**src/rtl/ssram_stream_reader_if.sv**
```systemverilog
// ssram_stream_reader_if: SSRAM read port plus outgoing valid/ready stream, grouped for ssram_stream_reader
// Signals: ramAddress/ramReadValid (reader -> SSRAM), ramData (SSRAM -> reader, one clock after ramAddress),
// streamData/streamValid/streamLast (reader -> sink), streamReady (sink -> reader).
// Modports: master = reader side, slave = SSRAM/sink side.
interface ssram_stream_reader_if #(
  parameter int bitwidth = 32,
  parameter int addrWidth = 9
);
  logic [addrWidth-1:0] ramAddress;
  logic ramReadValid;
  logic [bitwidth-1:0] ramData;
  logic [bitwidth-1:0] streamData;
  logic streamValid;
  logic streamReady;
  logic streamLast;
  modport master(
    output ramAddress, ramReadValid, streamData, streamValid, streamLast,
    input ramData, streamReady
  );
  modport slave(
    input ramAddress, ramReadValid, streamData, streamValid, streamLast,
    output ramData, streamReady
  );
endinterface

```
**src/rtl/ssram_stream_reader.sv**
```systemverilog
// ssram_stream_reader: reads a block of SSRAM words and streams them out through a 2-entry FIFO
// Ports: clock, resetN (async active-low); start/startAddress/blockSize launch a block (sampled in IDLE only);
// busy is high outside IDLE, done pulses for one cycle when a block completes;
// bus (master modport) carries the SSRAM read port and the valid/ready output stream.
// Option: define SSRAM_STREAM_READER_BYTESWAP_EN to reverse the byte lanes of every streamed word.
module ssram_stream_reader #(
  parameter int bitwidth = 32,
  parameter int nrOfEntries = 512,
  localparam int addrWidth = $clog2(nrOfEntries)
) (
  input  logic clock,
  input  logic resetN,
  input  logic start,
  input  logic [addrWidth-1:0] startAddress,
  input  logic [addrWidth:0] blockSize,
  output logic busy,
  output logic done,
  ssram_stream_reader_if.master bus
);
  typedef enum logic [1:0] {IDLE, READ, DRAIN, DONE} state_t;
  state_t state;
  logic [addrWidth-1:0] address;
  logic [addrWidth:0] issueLeft, beatLeft;
  logic inFlight, wrPtr, rdPtr, pop, issue;
  logic [1:0] count;
  logic [2:0] load;
  logic [bitwidth-1:0] fifo [2];
  logic [bitwidth-1:0] wordIn;
`ifdef SSRAM_STREAM_READER_BYTESWAP_EN
  for (genvar b = 0; b < bitwidth / 8; b++) begin : g_swap
    assign wordIn[8*b +: 8] = bus.ramData[bitwidth-8-8*b +: 8];
  end
`else
  assign wordIn = bus.ramData;
`endif
  assign pop = count != 2'd0 && bus.streamReady;
  // The beat leaving this cycle frees its slot before the word issued now lands, so a
  // continuously ready sink sustains one read per cycle without overflowing the FIFO.
  assign load = 3'(count) + 3'(inFlight) - 3'(pop);
  assign issue = state == READ && load < 3'd2;
  assign busy = state != IDLE;
  assign done = state == DONE;
  assign bus.ramAddress = address;
  assign bus.ramReadValid = issue;
  assign bus.streamData = fifo[rdPtr];
  assign bus.streamValid = count != 2'd0;
  assign bus.streamLast = bus.streamValid && beatLeft == 1'b1;
  always_ff @(posedge clock) begin
    if (inFlight) fifo[wrPtr] <= wordIn;
  end
  always_ff @(posedge clock or negedge resetN) begin
    if (!resetN) begin
      state <= IDLE;
      address <= '0;
      issueLeft <= '0;
      beatLeft <= '0;
      inFlight <= 1'b0;
      wrPtr <= 1'b0;
      rdPtr <= 1'b0;
      count <= 2'd0;
    end else begin
      inFlight <= issue;
      wrPtr <= wrPtr ^ inFlight;
      rdPtr <= rdPtr ^ pop;
      count <= count + {1'b0, inFlight} - {1'b0, pop};
      if (pop) beatLeft <= beatLeft - 1'b1;
      if (issue) begin
        address <= address + 1'b1;
        issueLeft <= issueLeft - 1'b1;
      end
      case (state)
        IDLE: if (start) begin
          address <= startAddress;
          issueLeft <= blockSize;
          beatLeft <= blockSize;
          state <= blockSize == '0 ? DONE : READ;
        end
        READ: if (issue && issueLeft == 1'b1) state <= DRAIN;
        DRAIN: if (pop && beatLeft == 1'b1) state <= DONE;
        DONE: state <= IDLE;
      endcase
    end
  end
endmodule
```
**src/flat_wrapper.sv**
```systemverilog
// flat-port wrapper written by rule: the top's interface ports become plain ports
module ssram_stream_reader_flat 
#(
  parameter int bitwidth = 32,
  parameter int nrOfEntries = 512,
  localparam int addrWidth = $clog2(nrOfEntries)
)
  (clock, resetN, start, startAddress, blockSize, busy, done, bus_ramAddress, bus_ramReadValid, bus_streamData, bus_streamValid, bus_streamLast, bus_ramData, bus_streamReady);
  ssram_stream_reader_if #(.bitwidth(bitwidth)) bus_i ();
  input  logic clock;
  input  logic resetN;
  input  logic start;
  input  logic [addrWidth-1:0] startAddress;
  input  logic [addrWidth:0] blockSize;
  output logic busy;
  output logic done;
  output wire logic [$bits(bus_i.ramAddress)-1:0] bus_ramAddress;
  output wire logic [$bits(bus_i.ramReadValid)-1:0] bus_ramReadValid;
  output wire logic [$bits(bus_i.streamData)-1:0] bus_streamData;
  output wire logic [$bits(bus_i.streamValid)-1:0] bus_streamValid;
  output wire logic [$bits(bus_i.streamLast)-1:0] bus_streamLast;
  input wire logic [$bits(bus_i.ramData)-1:0] bus_ramData;
  input wire logic [$bits(bus_i.streamReady)-1:0] bus_streamReady;
  assign bus_ramAddress = bus_i.ramAddress;
  assign bus_ramReadValid = bus_i.ramReadValid;
  assign bus_streamData = bus_i.streamData;
  assign bus_streamValid = bus_i.streamValid;
  assign bus_streamLast = bus_i.streamLast;
  assign bus_i.ramData = bus_ramData;
  assign bus_i.streamReady = bus_streamReady;
  ssram_stream_reader #(.bitwidth(bitwidth), .nrOfEntries(nrOfEntries)) u_core (.clock(clock), .resetN(resetN), .start(start), .startAddress(startAddress), .blockSize(blockSize), .busy(busy), .done(done), .bus(bus_i));
endmodule
```
**config.mk**
```make
export PLATFORM = sky130hd
export DESIGN_NAME = ssram_stream_reader_flat
export DESIGN_NICKNAME = d
export VERILOG_FILES = /design/src/rtl/ssram_stream_reader_if.sv /design/src/rtl/ssram_stream_reader.sv /design/src/flat_wrapper.sv
export SDC_FILE = /design/constraint.sdc
export NUM_CORES = 1
export LEC_CHECK = 0
export BUFFER_PORTS_ARGS = -buffer_cell sky130_fd_sc_hd__buf_4
export CAP_MARGIN = 20
export CORE_ASPECT_RATIO = 1.25
export CORE_MARGIN = 2
export CORE_UTILIZATION = 48
export CTS_CLUSTER_DIAMETER = 80
export DETAILED_ROUTE_END_ITERATION = 12
export HOLD_SLACK_MARGIN = 0.06
export PLACE_DENSITY_LB_ADDON = 0.25
export SETUP_SLACK_MARGIN = 0.02
export SYNTH_ARGS = -nofsm -noshare
export SYNTH_HDL_FRONTEND = slang
export SYNTH_SLANG_ARGS = --single-unit
```
**constraint.sdc**
```tcl
create_clock -name clock -period 3.07 [get_ports clock]
set_input_delay 0.614 -clock clock [delete_from_list [all_inputs] [get_ports clock]]
set_output_delay 0.614 -clock clock [all_outputs]
set_load 0.02 [all_outputs]
```
==> reports/results.ini <==
[worst_hold_path]
hold_class=in -> async

[routing]
ant_nets=0
vias=2869
vias_per_cell=5.21
wire_per_inst_um=15.2
routed_wl_um=8370
post-route-drc-count=0
drt-initial-drc-count=108
drt-pass1-iter-count=4

[sta]
tns_ns=0
max-slew-margin-rel_pct=56.7
finalSetupViolations=0
slew_viol_final=0
worst_pin_slew_ns=0.648
hold_viol=0
skew_ns=0.00852
fmax_ghz=0.342
finalCritPeriodShare_pct=95.2
period_minus_slack_ns=2.92
rsz0062_at_grt=no

[critical_path]
crit_family=adder cells
reg2reg_to=u_core.state[0]
r2r-start=u_core.count[0]
end_kind=output pin
reg2regPathDepth=9
critPathBufInv=2
crit_path_max_incr_delay_ns=0.62
r2r_slack_ns=0.30
cp_cell_sequence=o21ai_2 > xnor2_1 > ha_2 > inv_2 > fa_2 > nand2_2 > nor2_4 > buf_6
path_class=reg -> out
arrival_ns=2.31
worstSetupStartpointType=flip-flop
path_max_fanout=5
critPathSlowestCell=fa_2
cp.required_ns=2.46

[grt]
grt_pass1_wl_um=13400
grt_start_max_net_pins=37
grt_overflow=0
grt_pass1_vias=2887
antenna_found_initial=0
grtUsageTotal_pct=17.5

[power]
p_sw_share_pct=38.0
switchingPower_mw=1.90
p_per_area_nw_per_um2=903
power.internal_mw=3.10
vdd_drop_max_mv=0.596
clkPwrFrac_pct=15.3
p_seq_share_pct=40.4
p_leak_nw=2.14
comb_power_share_pct=44.3

[layout]
drive_gt1_share_pct=40.1
nNetsFinal=495
n_antenna_cell=0
fill_cells=722
area.growth.synth_to_final_pct=26.8
finalInstanceArea_sq_um=5540

[clocking]
tritoncts=yes
clk_pin_slew_ns=0.10
cts_root_buf=clkbuf_8
clk_latency_ns=0.35
cts_buffers=9
clockBufferDepth=2
h-tree-depth=3
clkSinkCount=100

[synth]
avgSynthCellArea_sq_um=14.0
synth_nets=381
yosysUniqueCellTypes=41
async_reset_ff_share_pct=36.0
netlist_area_sq_um=4370
ys.flop_type=edfxtp_1
synth-edff-count=64
syn_inst=312
ys_warn_count=0
ys_ff_latch=100
ys_seq_area_share_pct=64.6

[die]
dieArea_sq_um=9880
start_util_pct=49.9
die_w_um=89.3
die_h_um=111
rows=38
core_sq_um=8750
ios=101

[run]
maxCapViolCount=0

[outcome]
outcome=finished, final reports clean

[placed_design]
hpwl_um=6090
globalplace.congestion=0.787
port_buffers=100
postPlaceCellArea_sq_um=5310

==> per-layer routing <==
| layer | GRT usage [%] | up-vias | share of wire (%) |
|---|---|---|---|
| li1 | - | 1374 | - |
| met1 | 21.4 | 1377 | 41 |
| met2 | 29.4 | 102 | 51 |
| met3 | 3.05 | 16 | 6.2 |
| met4 | 8.16 | 0 | 2.3 |
| met5 | 0 | - | 0 |
==> state kept, by name, summed over array words and instances (netlist names) <==
name and count:
u_core.fifo 64, u_core.beatLeft 10, u_core.issueLeft 10, u_core.bus.ramAddress 9
u_core.count 2, u_core.state 2, u_core.inFlight 1, u_core.rdPtr 1
u_core.wrPtr 1
==> power by group through the flow <==
stage / combinational [mW] / sequential, mW / clock [mW]
after floorplan: 1.35 / 2.07 / 0
after global placement: 2.12 / 2.03 / 0
after detailed placement: 2.16 / 2.04 / 0
after CTS: 2.19 / 2.02 / 0.786
after global routing: 2.43 / 2.07 / 0.842
final: 2.21 / 2.02 / 0.765
==> what timing repair did <==
action / CTS / global route
gates cloned: 0 / 0
endpoints found under the setup margin: 1 / 1
hold buffers: 0 / 0
gates resized for setup: 2 / 7
pin swaps: 0 / 5
buffers inserted: 0 / 3
==> synthesized netlist by cell type (2+ instances only) <==
library cell | n | area (sq um)
nand3_1 | 10 | 50.1
clkbuf_1 | 8 | 30.0
mux2_2 | 33 | 372
xnor2_1 | 13 | 114
nor4_1 | 7 | 43.8
nor2b_1 | 2 | 12.5
nand2_1 | 5 | 18.8
nor3b_1 | 2 | 15.0
xor2_1 | 12 | 105
nor2_1 | 24 | 90.1
a31oi_1 | 3 | 18.8
nor3_1 | 7 | 35.0
or4_1 | 3 | 22.5
edfxtp_1 | 64 | 1920
dfrtp_1 | 36 | 901
inv_1 | 11 | 41.3
a21oi_1 | 26 | 130
o211ai_1 | 2 | 15.0
nand4_1 | 7 | 43.8
o31ai_1 | 3 | 22.5
mux2i_1 | 2 | 20.0
ha_1 | 13 | 163
==> worst max path at each step <==
stage,start,to,slack [ns],cells past startpoint
floorplan,u_core.count[1],bus_ramReadValid,0.16,7
global placement,bus_streamReady,bus_ramReadValid,0.22,9
detailed placement,bus_streamReady,u_core.bus.ramAddress[6],0.09,11
CTS,u_core.count[0],bus_ramReadValid,0.04,8
global route,u_core.count[0],bus_ramReadValid,0.03,8
finish,u_core.count[0],bus_ramReadValid,0.15,8
==> cells by family after synthesis <==
family | synth area share, %
simple gates | 9.45
xor+xnor | 5.76
flops | 64.6
fa+ha+maj | 4.18
compound gates | 5.18
mux | 8.97
buf+inv | 1.83
==> cells in the final DEF, fill, tap and decap left out, drive strengths merged, types with 2 or more instances in the layout <==
cell type  Yosys  routed
nor3           7       7
edfxtp        64      64
mux2          33      33
xnor2         14      14
mux2i          2       2
nor4           7       7
ha            13      13
buf            2     113
or4            3       3
nand4          7       7
nor3b          2       2
a31oi          3       3
inv           11      14
a21oi         26      26
o211ai         2       2
clkinvlp       0       3
nor2b          2       2
dfrtp         36      36
nor2          25      25
clkbuf         8       9
nand2          5       5
xor2          13      13
o31ai          3       3
nand3         11      11
==> final cells by class <==
cell class	count	area (sq um)	area share (%)
clock inverters	7	57.6	1.04
well taps	120	150	2.71
clock buffers	9	124	2.24
multi-input cells	191	1490	26.9
flip-flops and latches	100	2820	50.9
inverters	11	41.3	0.745
repair buffers	113	852	15.4
==> through the flow <==
step	util, %	total power, mW	setup slack [ns]	hold WS, ns	std cells
6_report	63.3	5.00	0.148	0.190	551
5_1_grt	63.3	5.34	0.0296	0.206	551
4_1_cts	62.9	4.99	0.0355	0.207	549
3_5_place_dp	60.7	4.20	0.0852	0.565	533
3_3_place_gp	60.7	4.15	0.217	0.553	533
2_1_floorplan	-	3.42	0.156	0.318	312
Power figures use the tool's default switching activity.
